### config.mk
export PLATFORM = sky130hd
export DESIGN_NAME = bilinear_ctrl
export DESIGN_NICKNAME = d
export VERILOG_FILES = /design/src/rtl/bilinear_pkg.sv /design/src/rtl/bilinear_ctrl_regs.sv /design/src/rtl/bilinear_ctrl.sv
export SDC_FILE = /design/constraint.sdc
export NUM_CORES = 2
export LEC_CHECK = 0
export CORE_UTILIZATION = 45
export CTS_CLUSTER_DIAMETER = 150
export CTS_CLUSTER_SIZE = 12
export DETAILED_ROUTE_END_ITERATION = 8
export PLACE_DENSITY = 0.66
export SLEW_MARGIN = 20
export SYNTH_ARGS = -nofsm -noshare
export SYNTH_HDL_FRONTEND = slang
export SYNTH_SLANG_ARGS = --single-unit
### constraint.sdc
create_clock -name clk -period 33.9 [get_ports clk]
set_input_delay 6.78 -clock clk [delete_from_list [all_inputs] [get_ports clk]]
set_output_delay 6.78 -clock clk [all_outputs]
set_load 0.03 [all_outputs]
### src/rtl/bilinear_pkg.sv
// bilinear_pkg: register map, bit indices, FSM encoding and launch validation shared by the controller
package bilinear_pkg;
  localparam logic [3:0] REG_CTRL    = 4'd0;
  localparam logic [3:0] REG_STATUS  = 4'd1;
  localparam logic [3:0] REG_IN_DIM  = 4'd2;
  localparam logic [3:0] REG_SCALE   = 4'd3;
  localparam logic [3:0] REG_OUT_DIM = 4'd4;
  localparam logic [3:0] REG_CYCLES  = 4'd5;
  localparam logic [3:0] REG_FLOPS   = 4'd6;
  localparam logic [3:0] REG_RDS     = 4'd7;
  localparam logic [3:0] REG_WRS     = 4'd8;

  localparam int CTRL_START   = 0;
  localparam int CTRL_STEP_EN = 1;
  localparam int CTRL_STEP    = 2;
  localparam int CTRL_IRQ_EN  = 3;

  localparam int ST_BUSY = 0;
  localparam int ST_DONE = 1;
  localparam int ST_ERR  = 2;

  localparam logic [15:0] MIN_DIM = 16'd2;

  typedef enum logic [1:0] {S_IDLE, S_LAUNCH, S_RUN, S_CAPTURE} state_e;

  typedef struct packed {
    logic        step_en;
    logic        irq_en;
    logic [15:0] in_w;
    logic [15:0] in_h;
    logic [15:0] scale;
    logic        done;
    logic        err;
    logic [15:0] out_w;
    logic [15:0] out_h;
    logic [31:0] flops;
    logic [31:0] rds;
    logic [31:0] wrs;
  } regs_t;

  // A launch is refused when the output image would be degenerate or not fit the core's output memory
  function automatic logic cfg_err(input logic [15:0] w, input logic [15:0] h,
                                   input logic [15:0] scale, input int aw);
    logic [31:0] ow, oh, area;
    ow   = ({16'd0, w} * {16'd0, scale}) >> 8;
    oh   = ({16'd0, h} * {16'd0, scale}) >> 8;
    area = ow * oh;
    return (w < MIN_DIM) || (h < MIN_DIM) || (scale == 16'd0) || (ow == 32'd0) ||
           (oh == 32'd0) || (area > (32'd1 << aw));
  endfunction
endpackage

### src/rtl/bilinear_ctrl_regs.sv
// bilinear_ctrl_regs: register file, sticky status flags and registered read port
module bilinear_ctrl_regs
  import bilinear_pkg::*;
(
  input  logic        clk,
  input  logic        rst_n,
  input  logic [3:0]  reg_addr,
  input  logic        reg_wr,
  input  logic        reg_rd,
  input  logic [31:0] reg_wdata,
  output logic [31:0] reg_rdata,
  input  state_e      state,
  input  logic        core_busy,
  input  logic        capture,
  input  logic        err_set,
  input  logic [15:0] core_out_w,
  input  logic [15:0] core_out_h,
  input  logic [31:0] core_flop_count,
  input  logic [31:0] core_mem_rd_count,
  input  logic [31:0] core_mem_wr_count,
  input  logic [31:0] cycles,
  output logic        start_req,
  output logic        step_req,
  output logic        step_en,
  output logic        irq,
  output logic [15:0] in_w,
  output logic [15:0] in_h,
  output logic [15:0] scale
);
  regs_t       r_q, r_d;
  logic [31:0] rdata_q, rdata_d, rmux;
  logic        wr_ctrl, wr_status, idle;

  assign wr_ctrl   = reg_wr && (reg_addr == REG_CTRL);
  assign wr_status = reg_wr && (reg_addr == REG_STATUS);
  assign idle      = state == S_IDLE;
  assign start_req = wr_ctrl && reg_wdata[CTRL_START];
  assign step_req  = wr_ctrl && reg_wdata[CTRL_STEP];
  assign step_en   = r_q.step_en;
  assign irq       = (r_q.done | r_q.err) & r_q.irq_en;
  assign in_w      = r_q.in_w;
  assign in_h      = r_q.in_h;
  assign scale     = r_q.scale;
  assign reg_rdata = rdata_q;

  // Register writes; configuration is frozen outside IDLE and a flag set beats its W1C clear
  always_comb begin
    r_d = r_q;
    if (wr_ctrl) begin
      r_d.step_en = reg_wdata[CTRL_STEP_EN];
      r_d.irq_en  = reg_wdata[CTRL_IRQ_EN];
    end
    if (reg_wr && idle && (reg_addr == REG_IN_DIM)) {r_d.in_h, r_d.in_w} = reg_wdata;
    if (reg_wr && idle && (reg_addr == REG_SCALE)) r_d.scale = reg_wdata[15:0];
    r_d.done = (r_q.done & ~(wr_status & reg_wdata[ST_DONE])) | capture;
    r_d.err  = (r_q.err & ~(wr_status & reg_wdata[ST_ERR])) | err_set;
    if (capture) begin
      r_d.out_w = core_out_w;
      r_d.out_h = core_out_h;
      r_d.flops = core_flop_count;
      r_d.rds   = core_mem_rd_count;
      r_d.wrs   = core_mem_wr_count;
    end
  end

  // Read mux; read data is captured only on a read strobe and held otherwise
  always_comb begin
    case (reg_addr)
      REG_CTRL:    rmux = {28'd0, r_q.irq_en, 1'b0, r_q.step_en, 1'b0};
      REG_STATUS:  rmux = {26'd0, state, 1'b0, r_q.err, r_q.done, (!idle) | core_busy};
      REG_IN_DIM:  rmux = {r_q.in_h, r_q.in_w};
      REG_SCALE:   rmux = {16'd0, r_q.scale};
      REG_OUT_DIM: rmux = {r_q.out_h, r_q.out_w};
      REG_CYCLES:  rmux = cycles;
      REG_FLOPS:   rmux = r_q.flops;
      REG_RDS:     rmux = r_q.rds;
      REG_WRS:     rmux = r_q.wrs;
      default:     rmux = 32'd0;
    endcase
    rdata_d = reg_rd ? rmux : rdata_q;
  end

  // Register state
  always_ff @(posedge clk or negedge rst_n) begin
    if (!rst_n) begin
      r_q     <= '0;
      rdata_q <= '0;
    end else begin
      r_q     <= r_d;
      rdata_q <= rdata_d;
    end
  end
endmodule

### src/rtl/bilinear_ctrl.sv
// bilinear_ctrl: launch/run/capture sequencer and cycle counter for the bilinear scaler core
module bilinear_ctrl
  import bilinear_pkg::*;
#(
  parameter int AW = 19
) (
  input  logic        clk,
  input  logic        rst_n,
  input  logic [3:0]  reg_addr,
  input  logic        reg_wr,
  input  logic        reg_rd,
  input  logic [31:0] reg_wdata,
  output logic [31:0] reg_rdata,
  output logic        irq,
  output logic        core_start,
  output logic        core_step_en,
  output logic        core_step_pulse,
  output logic [15:0] core_in_w,
  output logic [15:0] core_in_h,
  output logic [15:0] core_scale_q88,
  input  logic        core_busy,
  input  logic        core_done,
  input  logic [15:0] core_out_w,
  input  logic [15:0] core_out_h,
  input  logic [31:0] core_flop_count,
  input  logic [31:0] core_mem_rd_count,
  input  logic [31:0] core_mem_wr_count
);
  state_e      state_q, state_d;
  logic [31:0] cycles_q, cycles_d;
  logic        step_pulse_q, step_pulse_d;
  logic        start_req, step_req, err_set;

  assign core_start      = state_q == S_LAUNCH;
  assign core_step_pulse = step_pulse_q;

  bilinear_ctrl_regs u_regs (
    .clk               (clk),
    .rst_n             (rst_n),
    .reg_addr          (reg_addr),
    .reg_wr            (reg_wr),
    .reg_rd            (reg_rd),
    .reg_wdata         (reg_wdata),
    .reg_rdata         (reg_rdata),
    .state             (state_q),
    .core_busy         (core_busy),
    .capture           (state_q == S_CAPTURE),
    .err_set           (err_set),
    .core_out_w        (core_out_w),
    .core_out_h        (core_out_h),
    .core_flop_count   (core_flop_count),
    .core_mem_rd_count (core_mem_rd_count),
    .core_mem_wr_count (core_mem_wr_count),
    .cycles            (cycles_q),
    .start_req         (start_req),
    .step_req          (step_req),
    .step_en           (core_step_en),
    .irq               (irq),
    .in_w              (core_in_w),
    .in_h              (core_in_h),
    .scale             (core_scale_q88)
  );

  // Sequencer next state, saturating run-cycle count and step gating
  always_comb begin
    state_d      = state_q;
    cycles_d     = cycles_q;
    err_set      = 1'b0;
    step_pulse_d = step_req && (state_q == S_RUN) && core_step_en;
    case (state_q)
      S_IDLE: if (start_req) begin
        err_set = cfg_err(core_in_w, core_in_h, core_scale_q88, AW);
        state_d = err_set ? S_IDLE : S_LAUNCH;
      end
      S_LAUNCH: begin
        cycles_d = 32'd0;
        state_d  = S_RUN;
      end
      S_RUN: begin
        cycles_d = (&cycles_q) ? cycles_q : cycles_q + 32'd1;
        state_d  = core_done ? S_CAPTURE : S_RUN;
      end
      default: state_d = S_IDLE;
    endcase
  end

  // Sequencer state
  always_ff @(posedge clk or negedge rst_n) begin
    if (!rst_n) begin
      state_q      <= S_IDLE;
      cycles_q     <= '0;
      step_pulse_q <= 1'b0;
    end else begin
      state_q      <= state_d;
      cycles_q     <= cycles_d;
      step_pulse_q <= step_pulse_d;
    end
  end
endmodule

==> reports/metrics.cfg <==
[floorplan]
die_area_um2 = 95900
rows = 112
ios = 254
core_area_um2 = 93500
die_h_um = 310
initial_core_util = 0.456
die_width_um = 310

[finish]
n_fill_cell = 8653
final_cell_mix = inv_1, fa_1, nand2_1
seqCellArea_um2 = 6180
fin_util = 0.500
final_net_count = 5901
drive_gt1_frac = 0.0737
fin_cells = 5928
synthToLayoutAreaGrowth_pct = 9.85
final_common_cell = inv_1
multi_input_area_um2 = 31800

[sta]
period_minus_slack_ps = 14990
tightest_slew_ps = 1210
timing.final.crit_share = 0.442
slew_headroom = 0.191
fin_tns_setup_ps = 0
hold_viol = 0
grt_setup_unrepaired = no
fin_hold_ws_ps = 507
slew_violations = 0
max_freq_mhz = 66.7
finalSetupViolCount = 0
fin_skew_ps = 52.6

[placement]
place_congestion = 0.961
place_inst = 5898
dp.final_hpwl_mm = 95.8
io_buffers = 253

[global_routing]
grt_pass1_vias = 34200
overflow = 0
grt_start_max_net_pins = 111
antenna_found_initial = 3
grt_pass1_wl_mm = 196
gr-usage-all-layers = 0.266

[critical_path]
max_stage_delay_ps = 850
critPathTopFamily = adder cells
arrival_ps = 15440
cpMostUsedCell = fa_1
start_kind = flip-flop
cp_data_required_time_ps = 34340
cp_slowest_cell = a311oi_1
end_kind = flip-flop
cp_max_fo = 20
worstSetupPathType = reg -> reg
cp_num_buf_inv = 9

[synth]
synthCells = 4613
ys_ff_latch = 247
syn_area_per_cell_um2 = 9.23
ys_types = 85
ys.flop_type = dfrtp_1
yosysSeqAreaShare = 0.145
syn_area_um2 = 42600
synthTopCellsByArea = fa_1, dfrtp_1, ha_1
yosysTopAreaCell = fa_1
async_reset_ff_frac = 1.00
netlist.area_leader.share = 0.353
synth_edf_count = 0
synth_fp_nets = 5844
yosys_warnings = 0

[min_path]
hp-class = reg -> reg

[cts]
clock-sinks = 247
holdBufCountCts = 0
clock_path_buffers = 3
htree_levels = 1
cts_root_buffer = clkbuf_16
cts_tree = built
post_cts_resized = 0
post_cts_buffers = 0
worstSkewPairLatency_ps = 580
cts_buffers = 24
clk_pin_slew_worst_paths_ps = 80

[drt]
drt_first_pass_iters = 6
wl_per_cell_um = 20.9
drtIter0Drc = 2354
post_drt_via_cell_ratio = 5.43
vias = 32200
antenna_left = 0
route.detailed.drc = 0
totalWireLength_mm = 124

[job]
timing.max_cap.violations = 0

[run_status]
status = completed

==> logic make-up (layout without fill, tap and decap cells) <==
| logic type | Yosys count | in the layout | share of synthesized area |
|---|---|---|---|
| XOR/XNOR | 126 | 126 | 0.0282 |
| adder cells (fa/ha/maj) | 1061 | 1061 | 0.444 |
| AND/OR/NAND/NOR | 1353 | 1353 | 0.152 |
| buffers and inverters | 1223 | 1280 | 0.113 |
| multiplexers | 186 | 186 | 0.0490 |
| flip-flops | 247 | 247 | 0.145 |
| other | 0 | 4 | 0 |
| AO/OA/AOI/OAI | 417 | 417 | 0.0690 |
==> cell usage after synthesis, types with 4 or more instances <==
master	number
a211oi_1	14
a21o_1	23
a21oi_1	73
a221oi_1	18
a222oi_1	15
a22oi_1	60
a31oi_1	10
and2_1	356
and3_1	32
buf_1	13
buf_2	13
buf_4	50
clkbuf_1	227
dfrtp_1	247
fa_1	751
ha_1	310
inv_1	918
mux2_2	180
mux2i_1	6
nand2_1	557
nand2b_1	19
nand3_1	45
nand4_1	32
nor2_1	216
nor2b_1	17
nor3_1	33
nor4_1	19
o2111ai_1	4
o211ai_1	16
o21a_1	8
o21ai_0	64
o21ai_1	11
o21bai_1	6
o22ai_1	32
o31a_1	5
o31ai_1	10
or2_2	6
or3_1	6
xnor2_1	66
xnor3_1	5
xor2_1	51
==> per-layer routing <==
| layer | share of wire | vias up | track usage |
|---|---|---|---|
| met3 | 0.079 | 283 | 0.0430 |
| met2 | 0.47 | 1338 | 0.441 |
| li1 | - | 14300 | - |
| met1 | 0.40 | 16300 | 0.340 |
| met5 | 0.000089 | - | 0 |
| met4 | 0.049 | 2 | 0.120 |
==> final cells by class <==
cell class                 count  share of cell area
multi-input combinational   3143               0.679
sequential                   247               0.132
inverter                     918              0.0737
timing repair buffer         336              0.0681
tap                         1254              0.0335
clock buffer                  24              0.0128
clock inverter                 2            0.000802
antenna                        4            0.000214
==> sequential cells by signal, summed over array words and instances, names as in the netlist <==
name	count
core_step_pulse	1
cycles_q	32
state_q	2
u_regs.in_h	16
u_regs.in_w	16
u_regs.r_q	131
u_regs.reg_rdata	32
u_regs.scale	16
u_regs.step_en	1
==> worst paths after layout <==
check | startpoint | to | slack, ps | cells after the start
max | u_regs.in_w[12]$_DFFE_PN0P_ | u_regs.r_q[128]$_DFF_PN0_ | 18910 | 45
min | u_regs.r_q[103]$_DFFE_PN0P_ | u_regs.r_q[103]$_DFFE_PN0P_ | 510 | 1
max reg2reg | u_regs.in_w[12]$_DFFE_PN0P_ | u_regs.r_q[128]$_DFF_PN0_ | 18910 | 45
min reg2reg | u_regs.r_q[103]$_DFFE_PN0P_ | u_regs.r_q[103]$_DFFE_PN0P_ | 510 | 1
max in group asynchronous | rst_n | u_regs.r_q[30]$_DFFE_PN0P_ | 26130 | 2
min in group asynchronous | rst_n | u_regs.r_q[57]$_DFFE_PN0P_ | 6270 | 1
==> stage by stage <==
step	setup slack [ps]	instance area (µm²)
4_1_cts	18700	46800
3_5_place_dp	18740	46100
6_report	18910	46800
5_1_grt	18120	46800
3_3_place_gp	18860	46100
2_1_floorplan	20990	42600
Power is not shown: default switching activity piles up to over one toggle a cycle in this logic, so the estimate is an artifact.
